--- config.mk ---
export PLATFORM = sky130hd
export DESIGN_NAME = pool1_tx
export DESIGN_NICKNAME = d
export VERILOG_FILES = /design/src/rtl/pool1_tx_pkg.sv /design/src/rtl/pool1_row_packer.sv /design/src/rtl/pool1_tx.sv
export SDC_FILE = /design/constraint.sdc
export NUM_CORES = 2
export LEC_CHECK = 0
export ABC_AREA = 0
export BUFFER_PORTS_ARGS = -buffer_cell sky130_fd_sc_hd__buf_4
export CORE_MARGIN = 8
export CORE_UTILIZATION = 50
export DETAILED_ROUTE_END_ITERATION = 7
export GPL_TIMING_DRIVEN = 0
export MAX_ROUTING_LAYER = met4
export PLACE_DENSITY = 0.7
export SLEW_MARGIN = 0
export SYNTH_ARGS = -nofsm -noshare
export SYNTH_HDL_FRONTEND = slang
export SYNTH_SLANG_ARGS = --single-unit
--- constraint.sdc ---
create_clock -name clk -period 4.1 [get_ports clk]
set_input_delay 0.205 -clock clk [delete_from_list [all_inputs] [get_ports clk]]
set_output_delay 0.205 -clock clk [all_outputs]
set_load 0.05 [all_outputs]
--- src/rtl/pool1_tx_pkg.sv ---
// Shared constants for the pool1 -> conv2 row hand-off (transmit and capture sides).
// Both ends leave reset at PHASE_RST so their frame counters stay in lock-step.
package pool1_tx_pkg;

    localparam int PIX_W     = 16;
    localparam int ROW_PIX   = 14;
    localparam int FRAME_LEN = 26;
    localparam int LOAD_PH   = 20;
    localparam int CAP1_PH   = 2;
    localparam int CAP2_PH   = 14;
    localparam int PHASE_RST = 2;
    localparam int PHASE_W   = 5;

    // Frame phase successor: 0 .. frame_len-1, then wrap to 0.
    function automatic logic [PHASE_W-1:0] next_phase(input logic [PHASE_W-1:0] ph,
                                                      input int frame_len);
        if (ph == PHASE_W'(frame_len - 1)) begin
            return '0;
        end
        return ph + 1'b1;
    endfunction

endpackage

--- src/rtl/pool1_row_packer.sv ---
// Packs accepted pixels LSB-first into one ROW_PIX-pixel row.
// row_done/row are combinational so the completed row is available on the accepting edge.
module pool1_row_packer
    import pool1_tx_pkg::*;
#(
    parameter int PIX_W_P   = PIX_W,
    parameter int ROW_PIX_P = ROW_PIX
) (
    input  logic                           clk,
    input  logic                           rst,
    input  logic                           pix_accept,
    input  logic [PIX_W_P-1:0]             pix_data,
    output logic                           row_done,
    output logic [PIX_W_P*ROW_PIX_P-1:0]   row
);

    localparam int RW    = PIX_W_P * ROW_PIX_P;
    localparam int IDX_W = $clog2(ROW_PIX_P);
    localparam logic [IDX_W-1:0] LAST_IDX = IDX_W'(ROW_PIX_P - 1);

    logic [IDX_W-1:0] idx;
    logic [RW-1:0]    row_q;
    logic [RW-1:0]    row_next;

    always_comb begin
        row_next = row_q;
        row_next[int'(idx)*PIX_W_P +: PIX_W_P] = pix_data;
    end

    assign row_done = pix_accept && (idx == LAST_IDX);
    assign row      = row_next;

    always_ff @(posedge clk) begin
        if (rst) begin
            idx   <= '0;
            row_q <= '0;
        end else if (pix_accept) begin
            if (idx == LAST_IDX) begin
                idx   <= '0;
                row_q <= '0;
            end else begin
                idx   <= idx + 1'b1;
                row_q <= row_next;
            end
        end
    end

endmodule

--- src/rtl/pool1_tx.sv ---
// pool1 -> conv2 transmit side: packs pixels into row pairs and presents one pair per frame.
// Build option POOL1_TX_ZERO_ON_UNDERRUN_EN: load zero rows when a load finds no complete pair.
module pool1_tx
    import pool1_tx_pkg::*;
#(
    parameter int PIX_W_P     = PIX_W,
    parameter int ROW_PIX_P   = ROW_PIX,
    parameter int FRAME_LEN_P = FRAME_LEN,
    parameter int LOAD_PH_P   = LOAD_PH
) (
    input  logic                           clk,
    input  logic                           rst,
    input  logic                           pix_valid,
    input  logic [PIX_W_P-1:0]             pix_data,
    output logic                           pix_ready,
    output logic [PIX_W_P*ROW_PIX_P-1:0]   out_pool1_1,
    output logic [PIX_W_P*ROW_PIX_P-1:0]   out_pool1_2,
    output logic [PHASE_W-1:0]             phase,
    output logic                           pair_sent,
    output logic                           underrun
);

    localparam int RW = PIX_W_P * ROW_PIX_P;

    // Handshake: a pixel transfers on the rising edge where pix_valid & pix_ready;
    // pix_ready is a pure register term and never depends on pix_valid.
    logic          pix_accept;
    logic          row_done;
    logic [RW-1:0] packed_row;
    logic [RW-1:0] slot_a;
    logic [RW-1:0] slot_b;
    logic          slot_sel;
    logic          pair_full;
    logic          load_now;

    assign pix_ready  = ~pair_full;
    assign pix_accept = pix_valid & pix_ready;
    assign load_now   = (phase == PHASE_W'(LOAD_PH_P));

    pool1_row_packer #(
        .PIX_W_P   (PIX_W_P),
        .ROW_PIX_P (ROW_PIX_P)
    ) u_packer (
        .clk        (clk),
        .rst        (rst),
        .pix_accept (pix_accept),
        .pix_data   (pix_data),
        .row_done   (row_done),
        .row        (packed_row)
    );

    // row_done and a full-pair load never coincide: accepts stop while pair_full.
    always_ff @(posedge clk) begin
        if (rst) begin
            phase       <= PHASE_W'(PHASE_RST);
            slot_a      <= '0;
            slot_b      <= '0;
            slot_sel    <= 1'b0;
            pair_full   <= 1'b0;
            out_pool1_1 <= '0;
            out_pool1_2 <= '0;
            pair_sent   <= 1'b0;
            underrun    <= 1'b0;
        end else begin
            phase     <= next_phase(phase, FRAME_LEN_P);
            pair_sent <= 1'b0;
            underrun  <= 1'b0;

            if (row_done) begin
                if (!slot_sel) begin
                    slot_a   <= packed_row;
                    slot_sel <= 1'b1;
                end else begin
                    slot_b    <= packed_row;
                    slot_sel  <= 1'b0;
                    pair_full <= 1'b1;
                end
            end

            if (load_now) begin
                if (pair_full) begin
                    out_pool1_1 <= slot_a;
                    out_pool1_2 <= slot_b;
                    pair_full   <= 1'b0;
                    pair_sent   <= 1'b1;
                end else begin
`ifdef POOL1_TX_ZERO_ON_UNDERRUN_EN
                    out_pool1_1 <= '0;
                    out_pool1_2 <= '0;
`endif
                    underrun <= 1'b1;
                end
            end
        end
    end

endmodule

Word-level counts from Yosys, hierarchy flattened
Cells that the tools add are included.
{"block": "op_classes", "n_reduce_logical": 5, "n_eq_ne": 3, "n_addsub": 3, "bitwise_logic": 4, "n_mux": 14, "shifts": 2}
{"op": "bitwise mux 224 bit", "count": 1}
{"op": "two-way mux 224 bit", "count": 1}
{"op": "variable shift 16 x 33 -> 224 bit, first input constant", "count": 1}
{"op": "variable part select 16 x 33 -> 224 bit", "count": 1}
{"op": "negator 8 -> 33 bit", "count": 1}
{"op": "equality test 5 bit, second input constant", "count": 2}
{"op": "two-way mux 5 bit", "count": 2}
{"op": "two-way mux 1 bit", "count": 9}
{"op": "AND reduction 2 bit", "count": 3}
{"op": "adder 5 x 1 -> 5 bit, second input constant", "count": 1}
{"op": "adder 4 x 1 -> 4 bit, second input constant", "count": 1}
{"op": "equality test 4 bit, second input constant", "count": 1}
{"op": "two-way mux 4 bit", "count": 1}
{"op": "inverter 1 bit", "count": 3}
{"op": "OR reduction 2 bit", "count": 1}
{"op": "bitwise AND 1 bit", "count": 1}
{"op": "logical AND 1 bit", "count": 1}
{"block": "totals", "ff_bits": 1133, "wordCells": 42}

Longest topological paths before layout
{"block": "logic_depth", "word_depth": 6, "depth_mapped": 13, "mapped_depth_nobuf": 6}

Modules after synthesis
A second synthesis with hierarchy kept.
{"block": "unflattened", "hier_cells": 4146, "area_unflattened_um2": 40138.5}
{"module": "pool1_tx", "area_per_inst_um2": 29313.1, "cells_per_inst": 2984, "seq_area_each_um2": 18117.4, "instances": 1}
{"module": "pool1_row_packer", "area_per_inst_um2": 10825.4, "cells_per_inst": 1162, "seq_area_each_um2": 4564.4, "instances": 1}

Least setup slack after synthesis
OpenSTA, ideal clock, no wires.
{"block": "synth_path", "path_type": "register to register", "start": "register u_packer.idx[0]", "end": "register slot_b[134]", "t_required_ns": 3.974, "period_less_slack_ns": 2.953, "setup_ns": 0.126, "t_arrival_ns": 2.827, "stages_incl_launch_ff": 13, "path_slack_ns": 1.147, "path_cell_list": "dfxtp_1 -> buf_2 -> buf_2 -> buf_1 -> nor3_1 -> ha_1 -> buf_4 -> or4b_1 -> buf_2 -> a21oi_4 -> buf_6 -> mux2i_1 -> o21ai_0"}
{"block": "synth_via", "elab_chain_len": 3}
{"element": "from (decl)", "line_no": "pool1_row_packer.sv:21", "source": "logic [IDX_W-1:0] idx;"}
{"element": "from (signal assigned)", "line_no": "pool1_row_packer.sv:42", "source": "idx <= idx + 1'b1;"}
{"element": "negator 8 -> 33 bit / equality test 4 bit (equally long branches)", "line_no": "pool1_row_packer.sv:27, pool1_row_packer.sv:30"}
{"element": "variable part select 16 x 33 -> 224 bit, or another cell as far along", "line_no": "pool1_row_packer.sv:27", "source": "row_next[int'(idx)*PIX_W_P +: PIX_W_P] = pix_data;"}
{"element": "bitwise mux 224 bit / AND reduction 2 bit (equally long branches)"}
{"element": "to (signal assigned)", "line_no": "pool1_tx.sv:74", "source": "slot_b <= packed_row;"}
{"element": "to (decl)", "line_no": "pool1_tx.sv:31", "source": "logic [RW-1:0] slot_b;"}
Parallel ways exist; a longest one is shown, timed or not.
A chain may end at the register's enable or synchronous reset.

Worst setup path in the final report
{"block": "layout_path", "start": "register u_packer.idx[0]", "end": "register u_packer.row_q[172]"}
{"block": "layout_via", "elab_chain_len": 4}
{"element": "negator 8 -> 33 bit", "line_no": "pool1_row_packer.sv:27"}
{"element": "variable part select 16 x 33 -> 224 bit / variable shift 16 x 33 -> 224 bit (equally long branches)", "line_no": "pool1_row_packer.sv:27"}
{"element": "bitwise mux 224 bit", "line_no": "pool1_row_packer.sv:27"}
{"element": "two-way mux 224 bit (*)", "line_no": "pool1_row_packer.sv:38", "source": "if (idx == LAST_IDX) begin"}
{"element": "to (signal assigned)", "line_no": "pool1_row_packer.sv:43", "source": "row_q <= row_next;"}
{"element": "to (decl)", "line_no": "pool1_row_packer.sv:22", "source": "logic [RW-1:0] row_q;"}
Every way passes the cells marked *; elsewhere a longest branch is shown, timed or not.

==> metrics.sh <==
VIASPERCELL=5.91
FINALPOWER_mW=22.4
POWER_SWITCHING_SHARE_PCT=22.6
SETUP_WS_PRE_CTS_NS=0.315
LEAKAGEPOWER_nW=17.5
GP_CONGESTION=1.02
DIE_WIDTH_UM=302
PROPORTION_OF_SYNTHESIZED_FLIP_FLOPS_HAVING_ASYNCHRONOUS_SET_OR_RESET_PCT=0
HOLD-WORST-SLACK_NS=0.0898
CTS.REPORTEDPATHS.CLKPINSLEW_NS=0.06
STD_CELL_ROWS=105
FINAL_LAYOUT_SIZE_SUFFIX_GT1_SHARE_PCT=14.2
GRT_START_MAX_NET_PINS=15
WORST_VDD_RAIL_IR_DROP_mV=0.398
CTS.HOLD.BUFFERS_ADDED=0
YOSYS_CELL_TYPES=56
PWR-SHARE-COMB_PCT=3.3
TRITONCTS='built'
CRITICAL_PATH_REQUIRED_NS=4.70
FFS_LATCHES_SYNTH=1133
WORST_SKEW_PAIR.LATE_LATENCY_NS=0.69
CLOCK-SINKS=1133
HOLD_PATH_CLASS='in -> reg'
GRT_FIRST_PASS_WIRELENGTH_UM=229000
DPL_CELL_AREA_SQ_UM=45700
DETAILEDROUTE.FIRSTPASSITERATIONCOUNT=5
ROUTED_WL_UM=160000
WORSTPATHMAXFANOUT=10
SYNTH_SEQ_AREA_SHARE_PCT=55.4
INITIAL_UTILIZATION_PCT=50.2
YOSYS.AREA.TOP_TYPE='sky130_fd_sc_hd__dfxtp_1'
WORST_SETUP_PATH_STARTPOINT='u_packer.idx[0]'
FINAL.SETUP.TNS_NS=0
USE_MET3_PCT=6.92
DOMINANTREGCELLSYNTH='sky130_fd_sc_hd__dfxtp_1'
POST-ROUTE-PERIOD-UTIL_PCT=94.2
CTS_INSERTED_BUFFERS=112
HPWLAFTERDP_UM=118000
POSTLAYOUTCELLAREA_SQ_UM=49600
DETAIL_ROUTE.ITER0.VIOLATIONS=4083
END_KIND='flop'
AVG_WL_PER_CELL_UM=25.3
YOSYS.AREA.TOP_TYPE_SHARE_PCT=55.4
WORST_R2R_STARTPOINT='u_packer.idx[0]'
FINAL_MAX_SLEW_VIOL_COUNT=0
CORE_SQ_UM=81600
CRIT_PATH_START_KIND='flop'
DRCVIOLATIONCOUNT=0
TIMING.SLEW.HEADROOM_PCT=2.15
WORST_R2R_PATH_DEPTH=12
GLOBALROUTEMET2UTIL_PCT=54.5
GRT_MOST_USED_LAYER='met2'
CRITICAL_PATH_ARRIVAL_NS=4.47
SETUP.WORST_PATH.CLASS='reg -> reg'
GRT_USE_MET1_PCT=40.7
GRTUSAGETOTAL_PCT=34.5
FINAL-INSTANCE-COUNT-EXCL-FILL=6315
NET-SWITCHING-POWER_mW=5.08
SYNTHESIS.NETS=4598
YS_TOP_CELLS_BY_COUNT='sky130_fd_sc_hd__nand2_1, sky130_fd_sc_hd__dfxtp_1, sky130_fd_sc_hd__a21oi_1'
POST-ROUTE-MIN-PERIOD_NS=3.86
FINCLKSKEW_NS=0.0257
GRT_SETUP_UNREPAIRED='false'
ROUTE.VIAS.TOTAL=37300
TIMING.RR.END='u_packer.row_q[172]'
MAXCAPVIOLCOUNT=0
WORST_SETUP_PATH_ENDPOINT='u_packer.row_q[172]'
NNETSFINAL=5170
SYNTH_MOST_COMMON_CELL='sky130_fd_sc_hd__nand2_1'
WORST_R2R_SETUP_SLACK_NS=0.24
HOLD_VIOL_FINAL=0
CLK_ROOT_BUFFER_CELL='sky130_fd_sc_hd__clkbuf_16'
SYNTHESIS.YOSYS.WARNINGS=0
FINAL_ANTENNA_NET_COUNT=0
SHARE_CLK_OF_TOTAL_POWER_PCT=47.5
SYNTH_ENABLE_FLOP_CELLS=0
PORT_BUFFERS=458
CTS_POST_SETUP_BUFFERS_INSERTED=0
CTS.HTREE.LEVELS=3
LAYOUT_SETUP_WS_NS=0.236
GRT_ANTENNA_BEFORE_REPAIR=13
SHARE_SEQ_OF_TOTAL_POWER_PCT=49.1
DIE-HEIGHT_UM=302
AREA_GROWTH_PCT=21.2
WORST_SLEW_PIN_SLEW_NS=1.47
GLOBAL_ROUTE.OVERFLOW_TOTAL=0
FINAL_CORE_UTIL_PCT=60.8
YOSYS-TOP-CELLS-AREA='sky130_fd_sc_hd__dfxtp_1, sky130_fd_sc_hd__nand2_1, sky130_fd_sc_hd__a21oi_1'
CLOCK.FMAX_MHz=259
SYN_AREA_SQ_UM=40900
SETUP_VIOL=0
FIRST_GLOBAL_VIAS=35200
WORSTHOLDPATHCELLS=3
P_INT_mW=17.4
RUN_STATUS='complete, no violations'
DESIGN.PORTCOUNT=475
POST_CTS_RESIZED=0
CTS_MAX_PATH_BUFFERS=3
POWER.DENSITY_nW_PER_UM2=453
SYNTHESIS.INSTANCES=4572
SYN_AREA_PER_CELL_SQ_UM=8.95
DESIGN.DIE.AREA_SQ_UM=91300
DPL.CELL_COUNT=6100
-- worst min path at each step --
| stage | from | endpoint | slack [ns] |
|---|---|---|---|
| after global routing | pix_data[15] | slot_b[111] | 0.08 |
| after floorplan | slot_b[0] | slot_b[0] | 0.42 |
| after CTS | pix_valid | u_packer.idx[1] | 0.06 |
| final | pix_data[15] | slot_b[95] | 0.09 |
| after global placement | slot_b[131] | slot_b[131] | 0.43 |
| after detailed placement | slot_b[114] | slot_b[114] | 0.44 |
-- placed cells by master (no fill, tap or decap), types with 3 or more instances in the layout --
| cell type | instances |
|---|---|
| sky130_fd_sc_hd__nand2_1 | 1151 |
| sky130_fd_sc_hd__dfxtp_1 | 1133 |
| sky130_fd_sc_hd__a21oi_1 | 475 |
| sky130_fd_sc_hd__buf_4 | 461 |
| sky130_fd_sc_hd__clkbuf_1 | 360 |
| sky130_fd_sc_hd__nor2_1 | 268 |
| sky130_fd_sc_hd__a211oi_1 | 246 |
| sky130_fd_sc_hd__mux2i_1 | 160 |
| sky130_fd_sc_hd__o21ai_0 | 138 |
| sky130_fd_sc_hd__o211ai_1 | 128 |
| sky130_fd_sc_hd__clkbuf_16 | 114 |
| sky130_fd_sc_hd__o2bb2ai_1 | 112 |
| sky130_fd_sc_hd__a22o_1 | 82 |
| sky130_fd_sc_hd__a2111oi_0 | 61 |
| sky130_fd_sc_hd__buf_2 | 52 |
| sky130_fd_sc_hd__clkbuf_8 | 35 |
| sky130_fd_sc_hd__nand3_1 | 23 |
| sky130_fd_sc_hd__clkinv_2 | 23 |
| sky130_fd_sc_hd__and3_1 | 21 |
| sky130_fd_sc_hd__and2_1 | 17 |
| sky130_fd_sc_hd__a32o_1 | 16 |
| sky130_fd_sc_hd__a2bb2o_1 | 16 |
| sky130_fd_sc_hd__buf_1 | 15 |
| sky130_fd_sc_hd__a211oi_2 | 13 |
| sky130_fd_sc_hd__diode_2 | 9 |
| sky130_fd_sc_hd__inv_1 | 9 |
| sky130_fd_sc_hd__bufinv_16 | 8 |
| sky130_fd_sc_hd__ha_1 | 7 |
| sky130_fd_sc_hd__clkinvlp_4 | 7 |
| sky130_fd_sc_hd__nor3_1 | 6 |
| sky130_fd_sc_hd__nand4_1 | 6 |
| sky130_fd_sc_hd__clkbuf_2 | 5 |
| sky130_fd_sc_hd__nand2b_1 | 5 |
| sky130_fd_sc_hd__buf_6 | 5 |
| sky130_fd_sc_hd__o21ai_1 | 5 |
| sky130_fd_sc_hd__a31oi_1 | 5 |
| sky130_fd_sc_hd__and2_0 | 5 |
| sky130_fd_sc_hd__nor2b_1 | 3 |
-- sequential cells by signal (all words and copies together) (netlist names) --
name            count
out_pool1_1       224
slot_b            224
u_packer.idx        4
out_pool1_2       224
pair_full           1
phase               5
u_packer.row_q    224
slot_sel            1
slot_a            224
underrun            1
pair_sent           1
-- power groups by stage --
stage	combinational [mW]	sequential (mW)	clock, mW
after floorplan	0.394	11.3	0
after global placement	0.710	11.3	0
after detailed placement	0.713	11.3	0
after CTS	0.715	11.0	10.7
after global routing	0.767	11.0	11.1
final	0.750	11.0	10.7
-- routing by layer --
layer  share of wire (%)  routed length (um)  vias to the layer above
li1                    -                   -                    17100
met1                  38               61300                    17900
met2                  46               73800                     1875
met3                 9.0               14400                      498
met4                 6.5               10500                        0
met5                   0                   0                        -
-- cell type report --
cell class | instances | area [sq um]
antenna | 9 | 22.5
inverter | 9 | 33.8
multi-input combinational | 3005 | 16500
buffer | 425 | 1720
clock inverter | 42 | 462
timing repair buffer | 458 | 3440
sequential | 1133 | 22700
fill | 7187 | 32000
clock buffer | 164 | 3390
tap | 1070 | 1340
-- worst max-delay path, cell delays in order, from the launching register on --
cell and delay, ns:
sky130_fd_sc_hd__dfxtp_1 0.36, sky130_fd_sc_hd__buf_2 0.22, sky130_fd_sc_hd__buf_2 0.28, sky130_fd_sc_hd__buf_1 0.36
sky130_fd_sc_hd__nor3_1 0.12, sky130_fd_sc_hd__ha_1 0.30, sky130_fd_sc_hd__buf_2 0.25, sky130_fd_sc_hd__nor2_2 0.13
sky130_fd_sc_hd__and2_1 0.18, sky130_fd_sc_hd__clkbuf_1 0.24, sky130_fd_sc_hd__a31oi_1 0.73, sky130_fd_sc_hd__clkbuf_1 0.45
sky130_fd_sc_hd__o2bb2ai_1 0.17
-- logic make-up (layout without fill, tap and decap cells) --
family                     count (synthesis)  count (layout)  share of synthesized area (%)
buffers and inverters                    434            1098                           4.26
muxes                                    160             160                           3.91
DFF                                     1133            1133                           55.4
AOI/OAI and AO/OA                       1308            1308                           21.4
adders and majority gates                  7               7                          0.214
xor gates and xnor gates                   3               3                         0.0642
other                                      0               9                              0
and+or+nand+nor                         1527            1527                           14.7
Power figures use the tool's default switching activity.
